--- src/rtl/mux_seq_ctrl_if.sv ---
// Command, mux-feedback and status signals between a command source, the two-lane
// mux unit and the mux_seq_ctrl sequencer.
interface mux_seq_ctrl_if #(
    parameter int WIDTH = 8,
    parameter int LEN_W = 8,
    parameter int ACC_W = 16
);
    logic             cmd_valid;
    logic             cmd_ready;
    logic [1:0]       cmd_sel0;
    logic [1:0]       cmd_sel1;
    logic [LEN_W-1:0] cmd_len;
    logic             cmd_step;
    logic             abort;
    logic [WIDTH-1:0] mux_out_0;
    logic [WIDTH-1:0] mux_out_1;
    logic [1:0]       sel_0;
    logic [1:0]       sel_1;
    logic             busy;
    logic             done;
    logic [ACC_W-1:0] result;
    logic             overflow;

    modport master (
        output cmd_valid, cmd_sel0, cmd_sel1, cmd_len, cmd_step, abort,
        output mux_out_0, mux_out_1,
        input  cmd_ready, sel_0, sel_1, busy, done, result, overflow
    );

    modport slave (
        input  cmd_valid, cmd_sel0, cmd_sel1, cmd_len, cmd_step, abort,
        input  mux_out_0, mux_out_1,
        output cmd_ready, sel_0, sel_1, busy, done, result, overflow
    );
endinterface

--- src/rtl/mux_seq_ctrl.sv ---
// Sequencer for the two-lane constant/data mux: steps the lane selects through a
// commanded run and accumulates both lane outputs every RUN cycle.
module mux_seq_ctrl #(
    parameter int WIDTH = 8,
    parameter int LEN_W = 8,
    parameter int ACC_W = 16
) (
    input  logic            clk,
    input  logic            rst,
    mux_seq_ctrl_if.slave   bus
);

    typedef enum logic [1:0] {IDLE, RUN, DONE} state_t;

    state_t           state;
    logic [1:0]       sel_0_q;
    logic [1:0]       sel_1_q;
    logic             step_q;
    logic [LEN_W-1:0] count;
    logic             busy_q;
    logic             done_q;
    logic             ready_q;
    logic [ACC_W-1:0] acc;
    logic             ovf;
    logic [ACC_W:0]   sum;

    // Top bit of the widened sum is the carry out of the ACC_W-bit accumulator.
    function automatic logic [ACC_W:0] acc_add(input logic [ACC_W-1:0] a,
                                               input logic [WIDTH-1:0] x,
                                               input logic [WIDTH-1:0] y);
        return {1'b0, a} + {{(ACC_W+1-WIDTH){1'b0}}, x} + {{(ACC_W+1-WIDTH){1'b0}}, y};
    endfunction

    assign sum = acc_add(acc, bus.mux_out_0, bus.mux_out_1);

    always_ff @(posedge clk) begin
        if (rst) begin
            state   <= IDLE;
            sel_0_q <= 2'd0;
            sel_1_q <= 2'd0;
            step_q  <= 1'b0;
            count   <= '0;
            busy_q  <= 1'b0;
            done_q  <= 1'b0;
            ready_q <= 1'b1;
            acc     <= '0;
            ovf     <= 1'b0;
        end else begin
            case (state)
                IDLE: begin
                    done_q <= 1'b0;
                    if (bus.cmd_valid) begin
                        step_q  <= bus.cmd_step;
                        count   <= bus.cmd_len;
                        acc     <= '0;
                        ovf     <= 1'b0;
                        busy_q  <= 1'b1;
                        ready_q <= 1'b0;
                        if (bus.cmd_len == '0) begin
                            state   <= DONE;
                            done_q  <= 1'b1;
                            sel_0_q <= 2'd0;
                            sel_1_q <= 2'd0;
                        end else begin
                            state   <= RUN;
                            sel_0_q <= bus.cmd_sel0;
                            sel_1_q <= bus.cmd_sel1;
                        end
                    end
                end
                RUN: begin
                    // Abort wins over the accumulation of the cycle it is sampled in.
                    if (bus.abort) begin
                        state   <= IDLE;
                        sel_0_q <= 2'd0;
                        sel_1_q <= 2'd0;
                        busy_q  <= 1'b0;
                        ready_q <= 1'b1;
                    end else begin
                        acc   <= sum[ACC_W-1:0];
                        ovf   <= ovf | sum[ACC_W];
                        count <= count - LEN_W'(1);
                        if (count == LEN_W'(1)) begin
                            state   <= DONE;
                            done_q  <= 1'b1;
                            sel_0_q <= 2'd0;
                            sel_1_q <= 2'd0;
                        end else if (step_q) begin
                            sel_0_q <= sel_0_q + 2'd1;
                            sel_1_q <= sel_1_q + 2'd1;
                        end
                    end
                end
                DONE: begin
                    state   <= IDLE;
                    done_q  <= 1'b0;
                    busy_q  <= 1'b0;
                    ready_q <= 1'b1;
                    sel_0_q <= 2'd0;
                    sel_1_q <= 2'd0;
                end
                default: begin
                    state   <= IDLE;
                    done_q  <= 1'b0;
                    busy_q  <= 1'b0;
                    ready_q <= 1'b1;
                    sel_0_q <= 2'd0;
                    sel_1_q <= 2'd0;
                end
            endcase
        end
    end

    assign bus.cmd_ready = ready_q;
    assign bus.sel_0     = sel_0_q;
    assign bus.sel_1     = sel_1_q;
    assign bus.busy      = busy_q;
    assign bus.done      = done_q;
    assign bus.result    = acc;
    assign bus.overflow  = ovf;

endmodule

--- src/flat_wrapper.sv ---
// flat-port wrapper written by rule: the top's interface ports become plain ports
module mux_seq_ctrl_flat 
#(
    parameter int WIDTH = 8,
    parameter int LEN_W = 8,
    parameter int ACC_W = 16
)
  (clk, rst, bus_cmd_valid, bus_cmd_sel0, bus_cmd_sel1, bus_cmd_len, bus_cmd_step, bus_abort, bus_mux_out_0, bus_mux_out_1, bus_cmd_ready, bus_sel_0, bus_sel_1, bus_busy, bus_done, bus_result, bus_overflow);
  mux_seq_ctrl_if #(.WIDTH(WIDTH), .LEN_W(LEN_W), .ACC_W(ACC_W)) bus_i ();
  input  logic clk;
  input  logic rst;
  input wire logic [$bits(bus_i.cmd_valid)-1:0] bus_cmd_valid;
  input wire logic [$bits(bus_i.cmd_sel0)-1:0] bus_cmd_sel0;
  input wire logic [$bits(bus_i.cmd_sel1)-1:0] bus_cmd_sel1;
  input wire logic [$bits(bus_i.cmd_len)-1:0] bus_cmd_len;
  input wire logic [$bits(bus_i.cmd_step)-1:0] bus_cmd_step;
  input wire logic [$bits(bus_i.abort)-1:0] bus_abort;
  input wire logic [$bits(bus_i.mux_out_0)-1:0] bus_mux_out_0;
  input wire logic [$bits(bus_i.mux_out_1)-1:0] bus_mux_out_1;
  output wire logic [$bits(bus_i.cmd_ready)-1:0] bus_cmd_ready;
  output wire logic [$bits(bus_i.sel_0)-1:0] bus_sel_0;
  output wire logic [$bits(bus_i.sel_1)-1:0] bus_sel_1;
  output wire logic [$bits(bus_i.busy)-1:0] bus_busy;
  output wire logic [$bits(bus_i.done)-1:0] bus_done;
  output wire logic [$bits(bus_i.result)-1:0] bus_result;
  output wire logic [$bits(bus_i.overflow)-1:0] bus_overflow;
  assign bus_i.cmd_valid = bus_cmd_valid;
  assign bus_i.cmd_sel0 = bus_cmd_sel0;
  assign bus_i.cmd_sel1 = bus_cmd_sel1;
  assign bus_i.cmd_len = bus_cmd_len;
  assign bus_i.cmd_step = bus_cmd_step;
  assign bus_i.abort = bus_abort;
  assign bus_i.mux_out_0 = bus_mux_out_0;
  assign bus_i.mux_out_1 = bus_mux_out_1;
  assign bus_cmd_ready = bus_i.cmd_ready;
  assign bus_sel_0 = bus_i.sel_0;
  assign bus_sel_1 = bus_i.sel_1;
  assign bus_busy = bus_i.busy;
  assign bus_done = bus_i.done;
  assign bus_result = bus_i.result;
  assign bus_overflow = bus_i.overflow;
  mux_seq_ctrl #(.WIDTH(WIDTH), .LEN_W(LEN_W), .ACC_W(ACC_W)) u_core (.clk(clk), .rst(rst), .bus(bus_i));
endmodule
--- config.mk ---
export PLATFORM = sky130hd
export DESIGN_NAME = mux_seq_ctrl_flat
export DESIGN_NICKNAME = d
export VERILOG_FILES = /design/src/rtl/mux_seq_ctrl_if.sv /design/src/rtl/mux_seq_ctrl.sv /design/src/flat_wrapper.sv
export SDC_FILE = /design/constraint.sdc
export NUM_CORES = 1
export LEC_CHECK = 0
export BUFFER_PORTS_ARGS = -buffer_cell sky130_fd_sc_hd__clkbuf_2
export CORE_MARGIN = 2
export CORE_UTILIZATION = 53
export DETAILED_ROUTE_END_ITERATION = 10
export PLACE_DENSITY_LB_ADDON = 0.15
export SLEW_MARGIN = 15
export SYNTH_ARGS = -nofsm -noshare
export SYNTH_HDL_FRONTEND = slang
export SYNTH_SLANG_ARGS = --single-unit
--- constraint.sdc ---
create_clock -name clk -period 2.85 [get_ports clk]
set_input_delay 0.285 -clock clk [delete_from_list [all_inputs] [get_ports clk]]
set_output_delay 0.285 -clock clk [all_outputs]
set_load 0.02 [all_outputs]
==> results.md, run 1 <==
* CP startpoint: u_core.bus.result[1]
* Yosys cell types at 48
* Crit. End Element: flop
* DRC at 0
* Hold Startpoint: bus_cmd_step
* Largest net degree at the start of global routing at 26
* Reg clk slew, reported paths at 0.07 ns
* Dominant synthesized flop cell: dfxtp_1
* Slew Limit Fails at 0
* Initial core utilization at 0.548
* Yosys warnings at 0
* Die height at 68.1 um
* Hpwl dp at between 3 and 4 mm
* Final hold vios at 0
* CP max FO at 4
* First-pass GRT wire length at 7.96 mm
* Synth Area per Inst at roughly 8.7 um^2
* Via count at 2043
* RR Startpoint: u_core.bus.result[1]
* Rows at 23
* Worst Path Buf+Inv at 1
* Fin crit share at 0.928
* DRT antenna net count at 0
* Setup total negative slack at 0 ns
* Share of post-route cells with drive strength above 1 at 0.243
* Worst slew pin tran at about 0.58 ns
* DP Worst Slack at 0.212 ns
* RePlAce Congestion at approximately 0.91
* Leakage at 1.12 nW
* Input/output buffers at 56
* I/O pin total at 57
* Slew HR at 0.608
* TritonCTS buffer count at 5
* Kind of critical path: flop to flop
* Max-cap violations at 0
* Die width at 68.1 um
* Synthesized flop and latch total at 35
* # setup viols final at 0
* TritonRoute pass-1 iters at 4
* Vias in the first global route at roughly 1900
* Avg WL per Cell at 13.7 um
* Post-synth ARST share at 0
* Diode count at 0
* Initial DRC Count at between 100 and 150
* Synth Instances at 250
* P&R area growth vs syn at 17.4%
* GRT overflow at 0
* Util after Layout at 0.643
* Maximum clock frequency at 378 MHz
* CP Launch Type: flop
* CTS root buffer: clkbuf_8
* Mapped Nets at 302
* Status: completed
* CTS tree: done
* Clk_lat worst skew at 0.28 ns
* Overall routing resource usage at 0.225
* Total power at 1.31 mW
* Clock skew at 0.00418 ns
* Core area at 3970 um^2
* DR vias/cell at 5.77
* Crit-path max cell delay at roughly 0.48 ns
* Post-synth EDFFs at 0
* Post-CTS sizing at 0
* Die Area at 4640 um^2
* Post-route setup slack at 0.204 ns
* Maximum vdd drop at 0.379 mV
* WL final at 4.84 mm
* Layout Nets at around 360
* Hold Crit Class: primary input to flop
* Pwr Density at 512 nW/um^2
* Worst-path cell chain: fa_1, ha_1, fa_1, a211o_1, a211oi_1, buf_4, nor4_1, xnor2_1, nor2_1
* Post-synthesis sequential area ratio at 0.322
* Initial antenna violation count at 0
* Worst Path Required at about 3.0 ns
* Post-CTS setup buffers at 0
* # clock sinks at 35
* CP delay by family, top: adder cells
* Critical Path AT at 2.81 ns
* Post-Syn Area at 2180 um^2
* Hold-fix buffer count after cts at 0
* Min Tclk post-route at 2.65 ns
* Most frequent cells in the layout: clkbuf_2, dfxtp_1, nor2_1, a21oi_1, nand2_1
* Number of H-tree levels at 2
* Most common cell after layout, fill and taps aside: clkbuf_2
* Most frequent CP cell: fa_1
* Unrepaired setup endpoints after global routing: false
* Fillers at ~360
* Clock Tree Buf Depth at 2
* Slowest cell on the critical path: fa_1
==> flip-flops by register name, summed over array words and instances (netlist names), 2 cells and up <==
name	flops
u_core.bus.sel_0	2
u_core.bus.sel_1	2
u_core.state	2
u_core.count	8
u_core.bus.result	16
==> synth_stat cells, drive strengths merged (4+ instances only) <==
cell,count,area (um^2)
a211oi,5,37.5
a21o,4,30.0
a21oi,27,139
a22oi,4,30.0
buf,6,48.8
clkbuf,5,18.8
dfxtp,35,701
fa,9,180
ha,10,125
nand2,17,63.8
nand2b,4,25.0
nand3,9,45.0
nor2,32,128
nor3,9,45.0
nor4,5,31.3
o21ai,10,50.1
o2bb2ai,4,35.0
xnor2,8,70.1
xor2,4,35.0
==> worst min-delay path: stages <==
cell and delay [ns]:
clkbuf_2 0.09, nand3_1 0.05, a21oi_1 0.05
==> routing by layer <==
layer | share of wire | up-vias | global-route usage
li1 | - | 1024 | -
met1 | 0.47 | 961 | 0.298
met2 | 0.46 | 51 | 0.360
met3 | 0.049 | 7 | 0.0559
met4 | 0.013 | 0 | 0.0725
met5 | 0 | - | 0
==> where the power goes <==
group	internal, mW	switching (mW)
logic	0.165	0.222
clock network	0.190	0.178
registers	0.520	0.0336
total	0.875	0.433
==> per-stage QoR <==
stage               cells  cell area, um^2  hold slack [ns]
floorplan             250             2180            0.432
global placement      347             2470            0.466
detailed placement    347             2470            0.463
CTS                   354             2550            0.237
global route          354             2550            0.240
finish                354             2550            0.239
==> path summary, 6_finish.rpt <==
path | end | slack [ns] | depth (start not counted)
hold reg to reg | u_core.bus.overflow | 0.48 | 2
setup / recovery | u_core.bus.result[15] | 0.20 | 9
hold / removal | u_core.step_q | 0.24 | 3
setup reg to reg | u_core.bus.result[15] | 0.20 | 9
==> final cells by class <==
type                            instances  area, um^2  area share
Clock buffer                            6        82.6      0.0323
Clock inverter                          1        5.00     0.00196
Inverter                                3        11.3     0.00441
Multi-Input combinational cell        201        1400       0.547
Sequential cell                        35         701       0.274
Tap cell                               50        62.6      0.0245
Timing Repair Buffer                   58         295       0.116
==> cell families (layout without fill, tap and decap cells) <==
group	after synthesis	after routing	synth area share
compound gates	78	78	0.246
xor+xnor	12	12	0.0483
fa+ha+maj	19	19	0.140
buf+inv	14	68	0.0362
flops	35	35	0.322
mux	1	1	0.00460
simple gates	91	91	0.203
Note: power is estimated with default switching activity, not from simulation.
==> run 2, diff against run 1 <==
--- a/config.mk
+++ b/config.mk
@@ -5,9 +5,10 @@
 export SDC_FILE = /design/constraint.sdc
 export NUM_CORES = 1
 export LEC_CHECK = 0
+export ABC_AREA = 1
 export BUFFER_PORTS_ARGS = -buffer_cell sky130_fd_sc_hd__clkbuf_2
 export CORE_MARGIN = 2
-export CORE_UTILIZATION = 53
+export CORE_UTILIZATION = 30
 export DETAILED_ROUTE_END_ITERATION = 10
 export PLACE_DENSITY_LB_ADDON = 0.15
 export SLEW_MARGIN = 15
==> constraint.sdc (replaced) <==
create_clock -name clk -period 2.85 [get_ports clk]
set_input_delay 0.4275 -clock clk [delete_from_list [all_inputs] [get_ports clk]]
set_output_delay 0.4275 -clock clk [all_outputs]
set_load 0.02 [all_outputs]
==> results.md, run 2 <==
* I/O pin total at 57
* DRT antenna net count at 0
* Largest area contributor in the netlist: dfxtp_1
* Status: completed
* Area of the multi-input gates at about 1500 um^2
* Post-CTS setup buffers at 0
* Hold Startpoint: bus_cmd_step
* Largest register FFs at 16
* Pwr Density at between 500 and 600 nW/um^2
* Hold-fix buffer count after cts at 0
* Synth Instances at 335
* Post-Syn Area at 2370 um^2
* Die height at 93.0 um
* Main area contributors after synthesis: dfxtp_1, nand2_1, fa_1
* Comb pwr share at 0.291
* Dominant synthesized flop cell: dfxtp_1
* CTS root buffer: clkbuf_8
* Most common cell in the netlist: nand2_1
* DR vias/cell at 4.74
* Slew Limit Fails at 0
* Worst Path Required at between 3 and 4 ns
* Reg2Reg Setup Slack at 0.54 ns
* Hold Crit Class: primary input to flop
* Synthesized flop and latch total at 35
* Register Area at between 700 and 800 um^2
* WL final at 6.17 mm
* Clock Tree Buf Depth at 2
* TritonCTS buffer count at 5
* First-pass GRT wire length at 10.7 mm
* CTS tree: done
* Post-synthesis sequential area ratio at 0.295
* Initial antenna violation count at 0
* Post-synth top cells: nand2_1, dfxtp_1, a21oi_1, inv_1, nand3_1
* Initial core utilization at 0.309
* Sw Share at 0.332
* Synth Area per Inst at between 7 and 8 um^2
* CP Launch Type: flop
* Slowest cell on the critical path: fa_1
* Initial DRC Count at 81
* Mapped Nets at just under 400
* Flop pwr share at 0.355
* Die Area at 8640 um^2
* Number of H-tree levels at 2
* Rows at 32
* Worst slew pin tran at 0.448 ns
* Die width at 93.0 um
* Via count at 2336
* Clock skew at between 0.01 and 0.015 ns
* DRC at 0
* Post-synth EDFFs at 0
* Max-cap violations at 0
* Maximum clock frequency at ~430 MHz
* Critical Path AT at 2.53 ns
* Worst hold slack at a little under 0.4 ns
* Clock power frac at 0.353
* Crit. End Element: flop
* Min Tclk post-route at 2.31 ns
* P&R area growth vs syn at 20.6%
* Int Pwr at approximately 1.0 mW
* Post-CTS sizing at 0
* Crit-path max cell delay at roughly 0.48 ns
* Overall routing resource usage at 0.154
* Unrepaired setup endpoints after global routing: false
* Final hold vios at 0
* Hold Path End: u_core.step_q
* TritonRoute pass-1 iters at 6
* # clock sinks at 35
* Hpwl dp at 4.63 mm
* RePlAce Congestion at 0.824
* Setup total negative slack at 0 ns
* Diode count at 0
* Maximum vdd drop at roughly 0.18 mV
* Yosys warnings at 0
* Avg WL per Cell at 12.5 um
* Core area at 7690 um^2
* Worst-case reg-to-reg path depth at 9
* # setup viols final at 0
* RR Startpoint: u_core.bus.result[1]
* Slew HR at 0.701
* Most frequent cells in the layout: nand2_1, clkbuf_2, dfxtp_1, inv_1, a21oi_1
* Reg clk slew, reported paths at 0.08 ns
* Clk_lat worst skew at 0.29 ns
* GRT overflow at 0
* Input/output buffers at 56
* Largest net degree at the start of global routing at 26
* Fillers at about 850
* Vias in the first global route at 2323
* Fin crit share at 0.811
* Layout Nets at 442
* Yosys cell types at 35
* Most common cell after layout, fill and taps aside: nand2_1
* Psw at between 0.5 and 0.6 mW
* WHS Path Cells at 3
* Share of post-route cells with drive strength above 1 at 0.220
* Worst-path cell chain: fa_1, ha_1, fa_1, nand3_1, nand3_1, nand2_1, nand2_1, and3_2, nor3_1
* Post-synth top area share at 0.295
* Kind of critical path: flop to flop
* CP max FO at 4
* Leakage at about 1.4 nW
* Post-synth ARST share at 0
* R2R Path End: u_core.bus.result[9]
==> run 2: cell count changes in the layout (fill, tap and decap cells not counted), sizes merged, moves of 6 or more <==
cell	change
a21oi	+7
inv	+33
nand2	+73
nand3	+26
nand3b	+6
o21ai	+9
xnor2	-8
==> run 2: power groups by stage <==
stage          registers, mW  clock network, mW  logic [mW]
5_1_grt                0.560              0.577       0.525
6_report               0.554              0.550       0.454
3_5_place_dp           0.566                  0       0.457
2_1_floorplan          0.585                  0       0.321
3_3_place_gp           0.565                  0       0.454
4_1_cts                0.555              0.559       0.460
==> run 2: worst max-delay path by stage <==
stage	startpoint	endpoint	slack (ns)	cells after the start
floorplan	u_core.bus.result[1]	u_core.bus.result[9]	0.59	9
global placement	bus_mux_out_1[1]	u_core.bus.result[9]	0.41	10
detailed placement	bus_mux_out_1[1]	u_core.bus.result[9]	0.33	10
CTS	u_core.bus.result[1]	u_core.bus.result[9]	0.51	9
global route	u_core.bus.result[1]	u_core.bus.result[9]	0.29	9
finish	u_core.bus.result[1]	u_core.bus.result[9]	0.54	9
==> run 2: final cells by class <==
type | instances | share of cell area
Clock inverter | 2 | 0.0210
Multi-Input combinational cell | 256 | 0.519
Inverter | 36 | 0.0481
Timing Repair Buffer | 56 | 0.0979
Sequential cell | 35 | 0.245
Tap cell | 102 | 0.0446
Clock buffer | 6 | 0.0253
==> run 2: kinds of logic after synthesis <==
family,after synthesis,share of synthesized area
compound gates,60,0.136
flops,35,0.295
fa+ha+maj,19,0.129
simple gates,172,0.342
xor+xnor,5,0.0184
buf+inv,44,0.0796
==> run 2: critical path, delay by kind of cell, from the launching register on <==
family	cells	cell delay, ns
flip-flops	1	0.33
adder cells (fa/ha/maj)	3	1.18
AND/OR/NAND/NOR	6	0.73
==> run 2: layer usage <==
metal / global-route usage / share of wire
met1: 0.208 / 0.50
met4: 0.0478 / 0.014
met3: 0.0298 / 0.035
met5: 0 / 0
met2: 0.250 / 0.45
==> run 2: stage by stage <==
step / utilization / power [mW] / setup WS, ns / instance area [um^2] / std cells
3_3_place_gp: 0.355 / 1.02 / 0.415 / 2730 / 485
3_5_place_dp: 0.355 / 1.02 / 0.331 / 2730 / 485
6_report: 0.373 / 1.56 / 0.539 / 2860 / 493
5_1_grt: 0.373 / 1.66 / 0.293 / 2860 / 493
2_1_floorplan: - / 0.906 / 0.594 / 2370 / 335
4_1_cts: 0.373 / 1.57 / 0.506 / 2860 / 493
==> run 3, diff against run 2 <==
==> constraint.sdc (replaced) <==
create_clock -name clk -period 2.3 [get_ports clk]
set_input_delay 0.345 -clock clk [delete_from_list [all_inputs] [get_ports clk]]
set_output_delay 0.345 -clock clk [all_outputs]
set_load 0.02 [all_outputs]
==> results.md, run 3 (synthesized netlist as in run 2, its figures left out) <==
* Status: completed
* Clock skew at around 0.011 ns
* Maximum clock frequency at approximately 470 MHz
* Layout Nets at between 400 and 500
* First-pass GRT wire length at roughly 10 mm
* Worst slew pin tran at 0.398 ns
* Avg WL per Cell at 12.1 um
* DR vias/cell at about 4.6
* Hold Crit Class: primary input to flop
* Maximum vdd drop at 0.182 mV
* Crit. End Element: flop
* CP max FO at 7
* Crit-path max cell delay at ~0.49 ns
* P&R area growth vs syn at 20.7%
* Largest register FFs at 16
* CTS root buffer: clkbuf_8
* Core area at 7690 um^2
* Die width at between 90 and 100 um
* Worst hold slack at 0.304 ns
* RR Startpoint: u_core.bus.result[7]
* Number of H-tree levels at 2
* Largest net degree at the start of global routing at 26
* Fin crit share at 0.925
* Most frequent CP cell: nand2_1
* TritonRoute pass-1 iters at 4
* Non-filler cells, final at 497
* GRT overflow at 0
* Post-route setup slack at around 0.17 ns
* Reg2Reg Setup Slack at 0.17 ns
* Worst Path Required at 2.52 ns
* Unrepaired setup endpoints after global routing: false
* Initial antenna violation count at 0
* DP Worst Slack at -0.0332 ns
* Reg clk slew, reported paths at ~0.08 ns
* Slowest cell on the critical path: fa_1
* Input/output buffers at 56
* Die Area at between 8000 and 9000 um^2
* # clock sinks at 35
* Setup total negative slack at 0 ns
* DRT antenna net count at 0
* WHS Path Cells at 3
* Hpwl dp at 4.53 mm
* RePlAce Congestion at ~0.78
* Critical Path AT at 2.35 ns
* R2R Path End: u_core.bus.result[12]
* Most frequent cells in the layout: nand2_1, clkbuf_2, dfxtp_1, inv_1, a21oi_1
* Via count at 2294
* Kind of critical path: flop to flop
* Worst-path cell chain: fa_1, ha_1, nand2_1, nand2_1, a21boi_0, nand3_2, nand2_1, nand2_1, a21oi_1
* Placed Instances at about 500
* Min Tclk post-route at 2.13 ns
* Most common cell after layout, fill and taps aside: nand2_1
* Leakage at 1.38 nW
* DRC at 0
* I/O pin total at 57
* Slew HR at 0.734
* Clock Tree Buf Depth at 2
* Slew Limit Fails at 0
* WL final at 5.99 mm
* CP Launch Type: flop
* CTS tree: done
* Max-cap violations at 0
* Hold Startpoint: bus_cmd_step
* Clk_lat worst skew at 0.30 ns
* Pwr Density at 606 nW/um^2
* Post-CTS setup buffers at 0
* Rows at 32
* Share of post-route cells with drive strength above 1 at 0.246
* Final hold vios at 0
* Die height at 93.0 um
* Total power at roughly 1.7 mW
* Overall routing resource usage at 0.148
* Initial core utilization at 0.309
* # setup viols final at 0
* Diode count at 0
* TritonCTS buffer count at 5
* Hold Path End: u_core.step_q
* Initial DRC Count at between 70 and 80
* Vias in the first global route at 2199
* Worst-case reg-to-reg path depth at 9
==> run 3: changes by cell type in the layout (fill, tap and decap cells not counted), moves of 2 or more <==
| cell | before | now |
|---|---|---|
| buf_4 | 0 | 4 |
| bufinv_16 | 2 | 0 |
| clkinvlp_4 | 0 | 2 |
| ha_1 | 10 | 8 |
| ha_2 | 0 | 2 |
==> run 3: area by class of cell <==
| type | instances | area (um^2) |
|---|---|---|
| fillers | 854 | 4820 |
| flip-flops and latches | 35 | 702 |
| inverters | 36 | 138 |
| clock buffers | 5 | 68.8 |
| multi-input cells | 256 | 1500 |
| repair buffers | 60 | 310 |
| well taps | 102 | 128 |
| clock inverters | 3 | 20.0 |
==> run 3: power by group <==
part	internal, mW	switching (mW)
Clock	0.211	0.254
Sequential	0.650	0.0374
Combinational	0.224	0.360
==> run 3: metal layers <==
| layer | vias to the layer above | GRT usage | wire length, um | share of wire |
|---|---|---|---|---|
| li1 | 1217 | - | - | - |
| met1 | 1026 | 0.199 | 3020 | 0.50 |
| met2 | 44 | 0.239 | 2650 | 0.44 |
| met3 | 7 | 0.0274 | 229 | 0.038 |
| met4 | 0 | 0.0478 | 85 | 0.014 |
| met5 | - | 0 | 0 | 0 |
==> run 3: worst max-delay path by stage <==
| stage | cells after the start | start | to |
|---|---|---|---|
| 3_5_place_dp | 10 | bus_mux_out_1[1] | u_core.bus.result[9] |
| 6_report | 9 | u_core.bus.result[7] | u_core.bus.result[12] |
| 3_3_place_gp | 10 | bus_mux_out_1[1] | u_core.bus.result[9] |
| 2_1_floorplan | 9 | u_core.bus.result[1] | u_core.bus.result[9] |
| 4_1_cts | 9 | u_core.bus.result[1] | u_core.bus.result[9] |
| 5_1_grt | 9 | u_core.bus.result[7] | u_core.bus.result[12] |
==> run 3: per-stage QoR <==
step,utilization,area [um^2]
2_1_floorplan,-,2370
3_3_place_gp,0.359,2760
3_5_place_dp,0.359,2760
4_1_cts,0.371,2850
5_1_grt,0.373,2870
6_report,0.373,2870
==> run 3: critical path, delay by kind of cell, from the launching register on <==
kind                       cells  cell delay, ns
and+or+nand+nor                5            0.48
DFF                            1            0.36
AOI/OAI and AO/OA              2            0.33
adders and majority gates      2            0.87
==> run 3: what timing repair did <==
item,in CTS,in global routing
hold buffers,0,0
setup endpoints to repair,0,8
endpoints found under the hold margin,0,0
gates resized for setup,0,6
